`config.mk`:
```
export PLATFORM = sky130hd
export DESIGN_NAME = alu_result_stage
export DESIGN_NICKNAME = d
export VERILOG_FILES = /design/src/rtl/alu_result_stage.sv
export SDC_FILE = /design/constraint.sdc
export NUM_CORES = 1
export LEC_CHECK = 0
export CORE_UTILIZATION = 44
export CTS_BUF_LIST = sky130_fd_sc_hd__clkbuf_8 sky130_fd_sc_hd__clkbuf_16
export CTS_CLUSTER_SIZE = 25
export DETAILED_ROUTE_END_ITERATION = 8
export PLACE_DENSITY = 0.73
export SLEW_MARGIN = 40
export SYNTH_ARGS = -nofsm -noshare
export SYNTH_HDL_FRONTEND = slang
export SYNTH_SLANG_ARGS = --single-unit
```
`constraint.sdc`:
```
create_clock -name clk -period 1.9 [get_ports clk]
set_clock_uncertainty 0.15 [all_clocks]
set_input_delay 0.38 -clock clk [delete_from_list [all_inputs] [get_ports clk]]
set_output_delay 0.38 -clock clk [all_outputs]
set_load 0.02 [all_outputs]
```
`src/rtl/alu_result_stage.sv`:
```
// ============================================================================
// alu_result_stage
//
// Registers the result of the 32-bit ALU together with its condition flags.
// The stage is a two-entry skid buffer. The "main" entry drives the outputs.
// The "skid" entry catches one extra result when the downstream stalls.
// in_ready is therefore a pure function of registered state (and rst).
//
// Handshake semantics (both sides):
//   accept  = in_valid  & in_ready   -- a result is taken on the next edge
//   deliver = out_valid & out_ready  -- the main entry is consumed on the next edge
//   A producer holds its payload stable while valid=1 and ready=0.
//   in_ready never depends combinationally on in_valid or out_ready.
//   Outputs hold steady while out_valid=1 and out_ready=0.
//
// Ports:
//   clk         in   system clock, all state updates on its rising edge
//   rst         in   synchronous active-high reset
//   in_valid    in   upstream ALU result valid this cycle
//   in_ready    out  stage can accept a result this cycle
//   d[31:0]     in   ALU result word
//   cout        in   carry out of bit 31
//   a31, b31    in   sign bits of the ALU operands
//   S[2:0]      in   ALU select code that produced d
//   out_valid   out  registered result available
//   out_ready   in   downstream accepts the result this cycle
//   result      out  registered result word
//   op          out  registered select code
//   z,n,c,v     out  zero / negative / carry / overflow flags of result
//   sticky_v    out  overflow seen on any delivered result since last clear
//   clr_sticky  in   clears sticky_v; wins over a same-cycle set
//   dbg_state   out  buffer state (00 EMPTY, 01 ONE, 10 FULL)
// ============================================================================
module alu_result_stage (
    input  logic        clk,
    input  logic        rst,
    input  logic        in_valid,
    output logic        in_ready,
    input  logic [31:0] d,
    input  logic        cout,
    input  logic        a31,
    input  logic        b31,
    input  logic [2:0]  S,
    output logic        out_valid,
    input  logic        out_ready,
    output logic [31:0] result,
    output logic [2:0]  op,
    output logic        z,
    output logic        n,
    output logic        c,
    output logic        v,
    output logic        sticky_v,
    input  logic        clr_sticky,
    output logic [1:0]  dbg_state
);

    localparam logic [1:0] ST_EMPTY = 2'b00;
    localparam logic [1:0] ST_ONE   = 2'b01;
    localparam logic [1:0] ST_FULL  = 2'b10;

    logic [1:0]  state_q;
    logic [1:0]  state_d;

    // Skid entry: same contents as the main entry.
    logic [31:0] skid_result;
    logic [2:0]  skid_op;
    logic        skid_z;
    logic        skid_n;
    logic        skid_c;
    logic        skid_v;

    // Flags of the incoming word, computed at accept time.
    logic        in_z;
    logic        in_n;
    logic        in_c;
    logic        in_v;

    logic        accept;
    logic        deliver;
    logic        load_main_in;
    logic        load_main_skid;
    logic        load_skid;

    // ------------------------------------------------------------------
    // Flag generation. S[2]=0 selects add (S[0]=0) or subtract (S[0]=1);
    // for subtraction the effective b sign is inverted, hence S[0]^b31.
    // Logic ops (S[2]=1) never report carry or overflow.
    // ------------------------------------------------------------------
    always_comb begin
        in_z = (d == 32'd0);
        in_n = d[31];
        in_c = 1'b0;
        in_v = 1'b0;
        if (!S[2]) begin
            in_c = cout;
            in_v = (a31 == (S[0] ^ b31)) && (d[31] != a31);
        end
    end

    // ------------------------------------------------------------------
    // Handshake outputs. Both are gated by rst so that nothing is offered
    // or taken while reset is held, even before the first reset edge.
    // ------------------------------------------------------------------
    assign in_ready  = !rst && (state_q != ST_FULL);
    assign out_valid = !rst && ((state_q == ST_ONE) || (state_q == ST_FULL));
    assign accept    = in_valid && in_ready;
    assign deliver   = out_valid && out_ready;
    assign dbg_state = state_q;

    // ------------------------------------------------------------------
    // Next-state and load selection.
    // ------------------------------------------------------------------
    always_comb begin
        state_d        = state_q;
        load_main_in   = 1'b0;
        load_main_skid = 1'b0;
        load_skid      = 1'b0;
        case (state_q)
            ST_EMPTY: begin
                if (accept) begin
                    load_main_in = 1'b1;
                    state_d      = ST_ONE;
                end
            end
            ST_ONE: begin
                if (accept && !deliver) begin
                    load_skid = 1'b1;
                    state_d   = ST_FULL;
                end else if (!accept && deliver) begin
                    state_d = ST_EMPTY;
                end else if (accept && deliver) begin
                    // Main is consumed and refilled on the same edge.
                    load_main_in = 1'b1;
                end
            end
            ST_FULL: begin
                // in_ready is 0 here, so no accept can coincide.
                if (deliver) begin
                    load_main_skid = 1'b1;
                    state_d        = ST_ONE;
                end
            end
            default: begin
                state_d = ST_EMPTY;
            end
        endcase
    end

    // ------------------------------------------------------------------
    // State, entries and sticky overflow.
    // ------------------------------------------------------------------
    always_ff @(posedge clk) begin
        if (rst) begin
            state_q     <= ST_EMPTY;
            result      <= 32'd0;
            op          <= 3'd0;
            z           <= 1'b0;
            n           <= 1'b0;
            c           <= 1'b0;
            v           <= 1'b0;
            skid_result <= 32'd0;
            skid_op     <= 3'd0;
            skid_z      <= 1'b0;
            skid_n      <= 1'b0;
            skid_c      <= 1'b0;
            skid_v      <= 1'b0;
            sticky_v    <= 1'b0;
        end else begin
            state_q <= state_d;

            if (load_main_in) begin
                result <= d;
                op     <= S;
                z      <= in_z;
                n      <= in_n;
                c      <= in_c;
                v      <= in_v;
            end else if (load_main_skid) begin
                result <= skid_result;
                op     <= skid_op;
                z      <= skid_z;
                n      <= skid_n;
                c      <= skid_c;
                v      <= skid_v;
            end

            if (load_skid) begin
                skid_result <= d;
                skid_op     <= S;
                skid_z      <= in_z;
                skid_n      <= in_n;
                skid_c      <= in_c;
                skid_v      <= in_v;
            end

            // The overflow being accumulated is that of the entry leaving now.
            if (clr_sticky) begin
                sticky_v <= 1'b0;
            end else if (deliver && v) begin
                sticky_v <= 1'b1;
            end
        end
    end

endmodule
```
Word-level counts from Yosys, hierarchy flattened:

Cells that the tools add are included.

* bits of input ports: 43
* word-level logic and storage cells: 69
* output and inout port bits: 44
* bits in registers: 81

* bitwise operators: 1
* muxes and demuxes: 28
* reductions and logical operators: 18
* equality and inequality tests: 8

Operators by type and width (count)
* $mux 32: 2
* $logic_not 32->1: 1
* $mux 1: 18
* $logic_and 1x1->1: 9
* $mux 2: 4
* $mux 3: 2
* $ne 2x2->1 const B: 3
* $pmux 2 s3: 1
* $logic_not 1->1: 3
* $ne 3x1->1 const B: 1
* $reduce_and 3->1: 1
* $eq 2x1->1 const B: 1
* $eq 2x2->1 const B: 1
* $logic_not 2->1: 1
* $pmux 1 s2: 1
* $reduce_bool 2->1: 1
* $reduce_or 2->1: 1
* $eq 1x1->1: 1
* $logic_or 1x1->1: 1
* $ne 1x1->1: 1
* $xor 1x1->1: 1

Longest topological paths before layout:

* depth in word-level cells: 10
* depth in mapped cells: 9
* gate-level depth less buffers: 6

Least setup slack after synthesis:

No wires, ideal clock.

* kind: reg-to-reg
* start point: register state_q[0] (netlist: dbg_state[0])
* end point: register v
* data required time: 1.659 ns
* cell stages (with the launch flop): 10
* path slack: -0.163 ns
* arrival: 1.822 ns
* path through: dfxtp_1 > inv_1 > ha_1 > and3b_1 > buf_2 > nand2_1 > buf_6 > buf_6 > nand2_1 > a311oi_1

* cells in the longest elaborated chain, start to end: 10

RTL lines
* from (decl): line 61 `logic [1:0] state_q;`
* from (signal assigned): line 169 `state_q <= state_d;`
* $eq 2x1->1 / $eq 2x2->1 (equally long branches): line 105, 118
* $logic_or 1x1->1: line 105 `assign out_valid = !rst && ((state_q == ST_ONE) || (state_q == ST_FULL));`
* $logic_and 1x1->1: line 105
* $logic_and 1x1->1: line 107 `assign deliver = out_valid && out_ready;`
* $logic_and 1x1->1: line 131 `end else if (accept && deliver) begin`
* $mux 1: line 131
* $mux 1: line 129 `end else if (!accept && deliver) begin`
* $mux 1: line 126 `if (accept && !deliver) begin`
* $pmux 1 s2: line 118 `case (state_q)`
* $mux 1 / $reduce_bool 2->1 (equally long branches)
* to (signal assigned): line 177 `v <= in_v;`
* to (signal assigned): line 184 `v <= skid_v;`
* to (decl): line 51 `output logic v,`

Parallel ways exist; a longest one is shown, timed or not.
A chain may end at the register's enable or synchronous reset.

Worst setup path in the final report:

* start point: register state_q[1] (netlist: dbg_state[1])
* end point: register state_q[1] (netlist: dbg_state[1])

* cells in the longest elaborated chain, start to end: 8

RTL lines (line)
* $eq 2x1->1 / $eq 2x2->1 (equally long branches): 105, 118
* $logic_or 1x1->1: 105
* $logic_and 1x1->1: 105
* $logic_and 1x1->1: 107
* $logic_not 1->1: 126
* $logic_and 1x1->1: 126
* $ne 3x1->1 (no line) / $mux 2 (equally long branches)
* $reduce_and 3->1 (no line) / $pmux 2 s3 (equally long branches)

Parallel ways exist; a longest one is shown, timed or not.

==> results_dict.tcl <==
set metrics [dict create \
    status "finished with violations" \
    violations "negative setup slack" \
    setup_viol_count_final 39 \
    postLayoutCoreUtil_pct 74.24 \
    core_um2 7370 \
    syn-mean-instance-area_um2 7.967 \
    dr.pass1.iters 5 \
    crit_start "dbg_state[1]$_SDFFE_PP0P_" \
    grtUsageTotal_pct 26.37 \
    top_layer "met4" \
    numCtsBuffers 9 \
    h-tree-depth 3 \
    grt_max_degree 52 \
    end_kind "flip-flop" \
    grt_pass1_wl_mm 17.33 \
    ys_ff_latch 79 \
    synthToLayoutAreaGrowth_pct 59.72 \
    dieArea_um2 8142 \
    crit_fanout 7 \
    antenna_left 0 \
    holdPathStages 2 \
    clockBufferDepth 2 \
    async_reset_ff_share_pct 0 \
    worst_pin_slew_ns 0.6290 \
    powerDensity_nw_per_um2 977.6 \
    r2r_cells 8 \
    min_to "skid_result[1]$_SDFFE_PP0P_" \
    wl_met1_mm 4.652 \
    grt_overflow_total 0 \
    start_util_pct 46.49 \
    numClockSinks 79 \
    hold_buffers 0 \
    hp-class "reg -> reg" \
    synth_common_cells "113 x nand2_1, 79 x dfxtp_1, 41 x nand3_1, 39 x a21oi_1, 39 x nor2_1" \
    rows 31 \
    post-synth-top-count-cell "nand2_1" \
    drc_errors 0 \
    yosysWarnings 0 \
    clk_pin_slew_ns 0.08 \
    instances_no_fill 670 \
    rsz0062_at_grt "yes" \
    ys_types 36 \
    antenna_cells 0 \
    grt_pass1_vias 3565 \
    ir_worst_vdd_mv 0.6063 \
    drive_gt1_share_pct 26.27 \
    die_w_um 90.24 \
    cp.arrival_ns 2.07 \
    period_minus_slack_ns 1.976 \
    dieHeight_um 90.24 \
    power.leakage_uw 0.001987 \
    setup_slack_ns -0.07602 \
    synth_top_area_share_pct 46.17 \
    vias_per_cell 5.672 \
    setup_tns_ns -0.8894 \
    clockRootBuffer "clkbuf_8" \
    cap_violations 0 \
    max_freq_mhz 506.1 \
    tritoncts "done" \
    hold_viol 0 \
    relSlewSlack_pct 58.07 \
    pre_cts_ws_ns -0.2728 \
    hp-start "skid_result[1]$_SDFFE_PP0P_" \
    synth_area_leader_cell "dfxtp_1" \
    antenna_found_initial 0 \
    clk_latency_ns 0.35 \
    synthesis.area_um2 3426 \
    routedWlPerCell_um 16.85 \
    dp_hpwl_mm 6.759 \
    report.final.slew_viol_count 0 \
    syn_nets 477 \
    startpoint_type "flip-flop" \
    synth_flop_cell "dfxtp_1" \
    stdcell_area_um2 5472 \
    num_vias 3800 \
    final_nets 614 \
    synthCells 430 \
    routed_wl_mm 11.29 \
    crit_required_ns 2.00 \
    path_class "reg -> reg" \
    io_buffers 86 \
    drtIter0Drc 229 \
    synth_enable_flop_cells 0 \
    yosysSeqAreaShare_pct 46.17 \
    wl_met2_mm 5.809 \
    placed_cells 639 \
    rr_startpoint "dbg_state[1]$_SDFFE_PP0P_" \
    synth_area_leaders "dfxtp_1 46%, nand2_1 12%, a311oi_1 9.5%, nand3_1 6.0%, a21oi_1 5.7%" \
    placed_area_um2 4760 \
    finalCritPeriodShare_pct 104.0 \
    gp_congestion 0.8802 \
    route.met3.wl_um 665 \
    r2r-end "dbg_state[1]$_SDFFE_PP0P_" \
    ios 87 \
    reg2reg_slack_ns -0.08 \
]
[power breakdown]
part / internal [uW] / total [uW] / leakage, uW / switching, uW
clock network: 463 / 1080 / 0.0000828 / 620
logic: 1120 / 2250 / 0.00126 / 1130
registers: 1880 / 2020 / 0.000645 / 136
[layer usage]
metal	track usage, %	up-vias
met5	0	-
met4	11.69	0
met3	3.723	13
met2	46.12	162
met1	32.05	1839
li1	-	1786
[critical path, cell delays in order (launching register included)]
cell and delay (ns):
dfxtp_4 0.38, inv_4 0.05, ha_4 0.27, buf_4 0.10
nand3b_1 0.15, and3_4 0.29, buf_6 0.15, buf_4 0.13
a31o_2 0.20
[cell type report]
type                            instances  area (um2)
Fill cell                             524        1898
Multi-Input combinational cell        307        1871
Timing Repair Buffer                  166        1705
Sequential cell                        79        1589
Clock buffer                            9       123.9
Tap cell                               99       123.9
Clock inverter                          6       38.79
Inverter                                4       20.02
[worst max path at each step]
stage,slack (ns),to
3_5_place_dp,-0.27,skid_z$_SDFFE_PP0P_
2_1_floorplan,0.004,skid_result[12]$_SDFFE_PP0P_
3_3_place_gp,-0.28,skid_z$_SDFFE_PP0P_
5_1_grt,-0.13,skid_result[0]$_SDFFE_PP0P_
6_report,-0.08,dbg_state[1]$_SDFFE_PP0P_
4_1_cts,-0.02,result[23]$_SDFFE_PP0P_
[kinds of logic after synthesis]
family                     count (synthesis)  synth area share [%]
and+or+nand+nor                          216                 27.61
AOI/OAI and AO/OA                         85                 17.35
muxes                                      1                0.3287
buffers and inverters                     44                 6.830
xor gates and xnor gates                   1                0.2557
adders and majority gates                  4                 1.461
DFF                                       79                 46.17
[cells in the final DEF, fill, tap and decap left out, drive strengths merged]
cell,Yosys,layout
nor4,8,8
and4b,1,1
nand4bb,1,1
a311oi,37,37
o21ai,1,1
ha,4,4
a311o,1,1
dlymetal6s2s,0,2
and3b,1,1
o221ai,1,1
nor2,39,39
nand2,113,113
and3,1,1
nand3b,1,1
o32ai,1,1
a21oi,39,39
a31o,1,1
mux2,1,1
dfxtp,79,79
buf,27,78
o21a,1,1
nand4,2,2
a22oi,1,1
nor3b,3,3
clkinvlp,0,2
xnor2,1,1
or3,1,1
nor3,1,1
clkdlybuf4s50,0,79
nor2b,2,2
o31ai,2,2
clkinv,0,2
dlygate4sd2,0,2
inv,4,6
nand2b,1,1
nand3,41,41
clkbuf,13,14
[what timing repair did]
action / 4_1_cts / 5_1_grt
endpoints found under the setup margin: 43 / 80
buffers inserted: 5 / 2
pin swaps: 13 / 12
cloned: 3 / 7
gates resized for setup: 36 / 48
[stage by stage]
step,hold slack (ns),power [uW]
after floorplan,0.2866,2965
after global placement,0.2918,3765
after detailed placement,0.2969,3816
after CTS,0.3100,5047
after global routing,0.3274,5580
final,0.3077,5349
[flip-flops by register name (all words and copies together), names as in the netlist]
register and flops:
c 1, dbg_state 2, op 3, result 32, skid_c 1, skid_op 3
skid_result 32, skid_v 1, skid_z 1, sticky_v 1, v 1, z 1
Power figures use the tool's default switching activity.
